$ cat config.mk
export PLATFORM = sky130hd
export DESIGN_NAME = pc_unit
export DESIGN_NICKNAME = d
export VERILOG_FILES = /design/src/rtl/pc_unit.sv
export SDC_FILE = /design/constraint.sdc
export NUM_CORES = 1
export LEC_CHECK = 0
export CORE_MARGIN = 1
export CORE_UTILIZATION = 30
export CTS_CLUSTER_DIAMETER = 120
export DETAILED_ROUTE_END_ITERATION = 12
export SLEW_MARGIN = 15
export SYNTH_ARGS = -nofsm -noshare
export SYNTH_HDL_FRONTEND = slang
export SYNTH_SLANG_ARGS = --single-unit
$ cat constraint.sdc
create_clock -name clk -period 3.7 [get_ports clk]
set_input_delay 0.74 -clock clk [delete_from_list [all_inputs] [get_ports clk]]
set_output_delay 0.74 -clock clk [all_outputs]
set_load 0.02 [all_outputs]
$ cat src/rtl/pc_unit.sv
// rtl/pc_unit.sv - program counter stage with RUN/HALT control for the single-cycle MIPS core.
// Optional performance counters are enabled by defining PC_PERF_EN.
module pc_unit #(
  parameter logic [31:0] RESET_PC  = 32'h0000_3000,
  parameter logic [31:0] HALT_CODE = 32'd10
) (
  input  logic        clk,
  input  logic        rst_n,
  input  logic        stall,
  input  logic        go,
  input  logic        jump,
  input  logic        branch,
  input  logic        bneorbeq,
  input  logic        isjr,
  input  logic        issyscall,
  input  logic        equal,
  input  logic [15:0] imm16,
  input  logic [25:0] target26,
  input  logic [31:0] rs_data,
  input  logic [31:0] v0_data,
  output logic [31:0] pc,
  output logic [31:0] pc_plus4,
`ifdef PC_PERF_EN
  output logic [31:0] cycle_cnt,
  output logic [31:0] instr_cnt,
  output logic [31:0] taken_cnt,
`endif
  output logic        halted,
  output logic        retire
);

  typedef enum logic {RUN, HALT} state_t;

  state_t      state;
  state_t      state_next;
  logic [31:0] pc_next;
  logic [31:0] branch_off;
  logic        branch_taken;
  logic        redirect;

  assign pc_plus4     = pc + 32'd4;
  assign branch_off   = {{14{imm16[15]}}, imm16, 2'b00};
  assign branch_taken = branch & (bneorbeq ? ~equal : equal);
  assign halted       = (state == HALT);
  assign retire       = (state == RUN) & ~stall;

  always_comb begin
    state_next = state;
    pc_next    = pc;
    redirect   = 1'b0;
    case (state)
      RUN: begin
        if (!stall) begin
          // A halting syscall keeps pc on itself so resume can step past it.
          if (issyscall && (v0_data == HALT_CODE)) begin
            state_next = HALT;
          end else if (isjr) begin
            pc_next  = rs_data;
            redirect = 1'b1;
          end else if (jump) begin
            pc_next  = {pc_plus4[31:28], target26, 2'b00};
            redirect = 1'b1;
          end else if (branch_taken) begin
            pc_next  = pc_plus4 + branch_off;
            redirect = 1'b1;
          end else begin
            pc_next = pc_plus4;
          end
        end
      end
      HALT: begin
        if (go) begin
          pc_next    = pc_plus4;
          state_next = RUN;
        end
      end
      default: state_next = RUN;
    endcase
  end

  always_ff @(posedge clk) begin
    if (!rst_n) begin
      pc    <= RESET_PC;
      state <= RUN;
    end else begin
      pc    <= pc_next;
      state <= state_next;
    end
  end

`ifdef PC_PERF_EN
  always_ff @(posedge clk) begin
    if (!rst_n) begin
      cycle_cnt <= 32'd0;
      instr_cnt <= 32'd0;
      taken_cnt <= 32'd0;
    end else begin
      if (state == RUN) cycle_cnt <= cycle_cnt + 32'd1;
      if (retire) instr_cnt <= instr_cnt + 32'd1;
      if (retire && redirect) taken_cnt <= taken_cnt + 32'd1;
    end
  end
`endif

endmodule
==> metrics.txt, run 1 <==
largest net degree at the start of global routing 42; final setup margin 92.78 ps; Gate Count Post-Synth around 610; detailed-placement wirelength estimate roughly 17 mm; R2R Path End pc[31]; Clock transition at path regs around 60 ps; Layout area overhead 67.07%; crit path time final 3607 ps; vias in the first global route between 5000 and 6000; Startpoint Class flip-flop; Synth cell types 83; hold path depth 2; clk buf depth 2; I/O pins roughly 180; Starting Density 0.3082; critical path's most frequent cell a211o_1; Crit path arrival time between 3000 and 4000 ps; min-delay src pc[1]; drt pass-1 iters 9; H-tree depth 2; Die Ht between 100 and 150 um; Synth Flop Type dfxtp_1; pre-CTS setup slack -23.06 ps; WL per Instance 19.69 um; Root Buffer clkbuf_16; initial antenna violation count 0; # setup viols final 0; initial DRC count between 500 and 600; first-pass GRT wire length ~31 mm; row cnt between 40 and 50; Worst VDD drop roughly 0.00024 V; Crit path largest cell delay 420 ps; worst path bufs/invs 1; Die Area between 15000 and 20000 um2; share of synthesized registers carrying an async set or reset 0; worst slew pin tran about 630 ps; synth cell count leaders nand2_1 (65), a21oi_1 (52), o21ai_0 (49); cell area power density approximately 260 nW/um2; final number of hold-violating endpoints 0; gr ovfl total 0; GP Congestion between 0.9 and 1; post-route setup TNS 0 ps; cell area after layout 7483 um2; Total Routing Usage GR 0.2718; maxcap violations 0; RR Startpoint pc[2]; CTS tree done; critical path cell sequence ha_2 > and4_1 > and2_4 > and4_4 > nand3_2 > xnor2_4 > ha_4 > a21o_2 > or3_4 > o21ai_4 > a31oi_4 > buf_4 > a211o_1 > a211o_1 > a41oi_2; top post-synthesis cells by area dfxtp_1 (15%), ha_1 (10%), a21oi_1 (5.8%); most frequent cell after synthesis nand2_1; fin. max-slew vios 0; share of the synthesized area in the top cell type 0.1475; Post-Place Cell Area 7242 um2; Die Span X approximately 120 um; #FFs+latches synth 33; reg2reg setup slack roughly 93 ps; Post-Synthesis Net Count about 760; CP Capture Type flip-flop; kind of critical path reg -> reg; fin crit share 0.9749; clock tree sinks 33; PortBufs roughly 180; CP max-delay cell or3_4; Via-to-Cell Ratio ~5.6; routed vias just under 6000; Final Net Count just over 1000; # diodes 0; drt drc 0; Yosys warnings 0; area leader, netlist dfxtp_1; synthesized area 4479 um2; antenna-violating nets left 0; leakage between 3 and 4 nW; FF-to-FF path depth 15; number of synthesized flops with an enable pin 0; CTS Buf Count 5; CP Max Fanout 4; highest clock rate around 0.28 GHz; Worst Path Required slightly below 4000 ps; Post-Syn Area per Cell between 7 and 8 um2; outcome finished clean; Worst-Skew Late Latency approximately 290 ps; Core ar. between 10000 and 15000 um2; Routed WL ~21 mm; RSZ-0062 raised after global routing yes; CP top delay family simple AND/OR/NAND/NOR gates; share of cells above drive strength 1 0.1817; Rel. slew slack 0.5767; Setup Skew ~7.6 ps; Hold EP pc[1]; Min-Delay Path Class reg -> reg; register area share after synthesis 0.1475
-- cell families (layout without fill, tap and decap cells) --
group           after synthesis  after routing  synth area share
mux                           2              2          0.004469
fa+ha+maj                    37             37            0.1050
compound gates              230            230            0.3495
simple gates                208            208            0.2458
flops                        33             33            0.1475
xor+xnor                     52             52            0.1034
buf+inv                      49            313           0.04441
-- final cells by class --
class                   instances  area [um2]
clock buffers                   5       125.1
clock inverters                 3       46.29
fillers                      1441        7051
inverters                      18       67.56
multi-input cells             529        3729
flip-flops and latches         33       665.6
well taps                     184       230.2
repair buffers                287        2620
-- state kept, by name, indices dropped and copies added (netlist names) --
signal,flops
halted,1
pc,32
-- layout by cell type (no fill, tap or decap), types with 6 or more instances in the layout --
cell / n
a21o_1: 18
a21oi_1: 51
a221oi_1: 7
a22oi_1: 8
a31oi_1: 7
and3_1: 15
buf_4: 105
clkdlybuf4s50_1: 181
dfxtp_1: 31
ha_1: 34
inv_1: 15
nand2_1: 65
nand3_1: 20
nand4_1: 8
nor2_1: 43
nor2b_1: 6
nor3_1: 10
o211ai_1: 12
o21a_1: 6
o21ai_0: 49
o22ai_1: 8
xnor2_1: 25
xor2_1: 21
-- where the power goes --
| part | total (mW) | internal, mW | leakage [nW] | switching [mW] |
|---|---|---|---|---|
| clock | 0.509 | 0.319 | 0.0800 | 0.190 |
| sequential | 0.409 | 0.382 | 0.274 | 0.0263 |
| combinational | 1.05 | 0.522 | 2.85 | 0.531 |
| total | 1.97 | 1.22 | 3.20 | 0.746 |
-- worst min-delay path: stages, from the launching register on --
cell and delay [ps]:
dfxtp_1 360, a32oi_1 70, nor2b_1 100
-- per-layer routing --
| metal | part of all wire | up-vias | track usage |
|---|---|---|---|
| li1 | - | 2823 | - |
| met1 | 0.44 | 2768 | 0.3619 |
| met2 | 0.46 | 280 | 0.4444 |
| met3 | 0.081 | 28 | 0.05449 |
| met4 | 0.020 | 0 | 0.06994 |
| met5 | 0 | - | 0 |
-- per-stage QoR --
step | hold slack, ps | power (mW) | cells | utilization
after floorplan | 564.9 | 0.9391 | 611 | -
after global placement | 526.5 | 1.439 | 1049 | 0.4983
after detailed placement | 538.7 | 1.442 | 1049 | 0.4983
after CTS | 556.7 | 1.961 | 1057 | 0.5102
after global routing | 594.0 | 2.085 | 1059 | 0.5149
final | 559.1 | 1.970 | 1059 | 0.5149
-- worst max-delay path by stage --
| stage | to | cells past startpoint | from | slack [ps] |
|---|---|---|---|---|
| after floorplan | pc[31] | 13 | pc[12] | 4 |
| final | pc[31] | 15 | pc[2] | 90 |
| after global routing | pc[19] | 15 | pc[2] | -50 |
| after CTS | pc[31] | 15 | pc[2] | 30 |
| after global placement | pc[31] | 15 | pc[2] | 40 |
| after detailed placement | pc[31] | 15 | pc[2] | -20 |
-- repair_timing --
item	in CTS	in global routing
setup buffers	0	2
hold buffers	0	0
setup endpoints to repair	1	9
pin swaps	0	2
resized for setup	1	11
Note: power is estimated with default switching activity, not from simulation.
==> inputs of run 2 (changes only) <==
clock period = 3 ns   (was 3.7 ns; I/O delays follow)
==> metrics.txt, run 2 (synthesis results as in run 1) <==
outcome finished, violations left (was finished clean); violated checks setup timing; commonest cells after routing, fill and taps aside buf_4 (206), clkdlybuf4s50_1 (163), nand2_1 (64) (was clkdlybuf4s50_1 (181), buf_4 (105), nand2_1 (65)); final setup margin -483.4 ps (was 92.78 ps); share of cells above drive strength 1 0.3626 (was 0.1817); beginning of the critical path pc[3] (was pc[2]); Worst Path Required 3210 ps (was 3920 ps); gr ovfl total 0 (unchanged); Layout area overhead 98.21% (was 67.07%); maxcap violations 0 (unchanged); highest clock rate 0.2871 GHz (was 0.2772 GHz); Routed WL 23.51 mm (was 20.86 mm); Startpoint Class flip-flop (unchanged); largest net degree at the start of global routing 25 (was 42); fillers 1299 (was 1441); min-delay src pc[0] (was pc[1]); CP top delay family compound AO/OA/AOI/OAI gates (was simple AND/OR/NAND/NOR gates); Via-to-Cell Ratio 5.546 (was 5.570); CTS Buf Count 5 (unchanged); final number of hold-violating endpoints 0 (unchanged); post-route setup TNS -4088 ps (was 0 ps); Worst-Skew Late Latency 290 ps (about the same); WL per Instance 20.21 um (was 19.69 um); Hold WS 554.8 ps (was 559.1 ps); initial antenna violation count 0 (unchanged); # placed instances 1140 (was 1049); RSZ-0062 raised after global routing yes (unchanged); CP Capture Type flip-flop (unchanged); vias in the first global route 6280 (was 5742); CTS tree done (unchanged); critical path cell sequence ha_4 > and4_4 > and2_4 > and4_4 > nand3_4 > xnor2_4 > ha_4 > nand2_1 > a21oi_1 > o21a_1 > o21ai_4 > a31oi_4 > nor4bb_2 > a211o_1 > a211o_1 > a41oi_2 (was ha_2 > and4_1 > and2_4 > and4_4 > nand3_2 > xnor2_4 > ha_4 > a21o_2 > or3_4 > o21ai_4 > a31oi_4 > buf_4 > a211o_1 > a211o_1 > a41oi_2); kind of critical path reg -> reg (unchanged); Clock transition at path regs 60 ps (about the same); routed vias 6450 (was 5899); Power, Total 2.702 mW (was 1.970 mW); Final Net Count 1131 (was 1027); Most flops, register pc (unchanged); Die Span X 124.2 um (unchanged); RR Startpoint pc[3] (was pc[2]); Crit path arrival time 3690 ps (was 3830 ps); fin crit share 1.161 (was 0.9749); worst path bufs/invs 0 (was 1); Min-Delay Path Class reg -> reg (unchanged); clock tree sinks 33 (unchanged); fin. max-slew vios 0 (unchanged); CP max-delay cell dfxtp_4 (was or3_4); Root Buffer clkbuf_16 (unchanged); Core ar. 14530 um2 (unchanged); Starting Density 0.3082 (unchanged); cell area power density 304.4 nW/um2 (was 263.3 nW/um2); Rel. slew slack 0.3351 (was 0.5767); Crit path largest cell delay 370 ps (was 420 ps); max FFs per register 32 (unchanged); detailed-placement wirelength estimate 18.40 mm (was 16.77 mm); crit path time final 3483 ps (was 3607 ps); first-pass GRT wire length 33.71 mm (was 31.19 mm); H-tree depth 2 (unchanged); Worst VDD drop 0.0002000 V (was 0.0002432 V); drt pass-1 iters 5 (was 9); initial DRC count 420 (was 548); # setup viols final 17 (was 0); CP Max Fanout 4 (unchanged); commonest non-fill, non-tap cell in the layout buf_4 (was clkdlybuf4s50_1); Post-CTS Hold Fix Bufs 0 (unchanged); # diodes 0 (unchanged); worst slew pin tran 990.7 ps (was 631.5 ps); leakage 3.934 nW (was 3.203 nW); row cnt 44 (unchanged); Setup Skew 8.700 ps (was 7.573 ps); Non-Filler Instances 1163 (was 1059); Die Area 15420 um2 (unchanged); PortBufs 181 (unchanged); Die Ht 124.2 um (unchanged); clk buf depth 2 (unchanged); GP Congestion 0.9648 (was 0.9559); drt drc 0 (unchanged); I/O pins 182 (unchanged); antenna-violating nets left 0 (unchanged); Total Routing Usage GR 0.2927 (was 0.2718)
==> run 2: cell count changes in the layout (fill, tap and decap cells not counted), sizes merged <==
| cell | previous run | this run |
|---|---|---|
| buf | 106 | 212 |
| dlymetal6s2s | 0 | 4 |
| clkdlybuf4s15 | 0 | 1 |
| clkbuf | 5 | 13 |
| dlygate4sd2 | 0 | 4 |
| clkdlybuf4s50 | 181 | 163 |
| clkinvlp | 1 | 0 |
==> run 2: path summary, 6_finish.rpt <==
kind / endpoint / cells past startpoint / slack (ps)
setup reg to reg: pc[31] / 16 / -480
setup / recovery: pc[31] / 16 / -480
hold reg to reg: pc[0] / 2 / 550
hold / removal: pc[0] / 2 / 550
==> run 2: layer usage <==
layer | track usage | routed length (um) | vias up
met3 | 0.03022 | 1605 | 46
met5 | 0 | 0 | -
met1 | 0.3670 | 9619 | 3077
met2 | 0.5224 | 11610 | 312
met4 | 0.08780 | 677 | 0
li1 | - | - | 3015
==> run 2: layout make-up <==
class / count / area, um2 / share of cell area
well taps: 184 / 230.2 / 0.02593
clock inverters: 2 / 33.78 / 0.003805
repair buffers: 391 / 3379 / 0.3806
inverters: 18 / 67.56 / 0.007610
clock buffers: 6 / 128.9 / 0.01452
multi-input cells: 529 / 4347 / 0.4896
flip-flops and latches: 33 / 691.9 / 0.07793
==> run 2: worst register-to-register path, delay by kind of cell (launching register included) <==
family	cells	cell delay, ps
compound gates	7	1520
flops	1	370
simple gates	6	910
fa+ha+maj	2	420
xor+xnor	1	160
==> run 2: what timing repair did <==
item | CTS | global route
resized for setup | 56 | 72
buffers inserted | 4 | 13
setup endpoints to repair | 38 | 37
pin swaps | 17 | 38
==> run 2: power breakdown <==
group | switching, mW | total [mW] | internal (mW)
logic | 0.767 | 1.60 | 0.828
clock network | 0.215 | 0.605 | 0.390
registers | 0.0292 | 0.502 | 0.473
==> run 2: metrics by stage <==
step | area [um2] | setup slack [ps] | util
finish | 8879 | -483.4 | 0.6109
global route | 8879 | -622.9 | 0.6109
CTS | 8528 | -447.3 | 0.5868
detailed placement | 8173 | -612.3 | 0.5623
global placement | 8173 | -481.6 | 0.5623
floorplan | 4795 | -458.7 | -
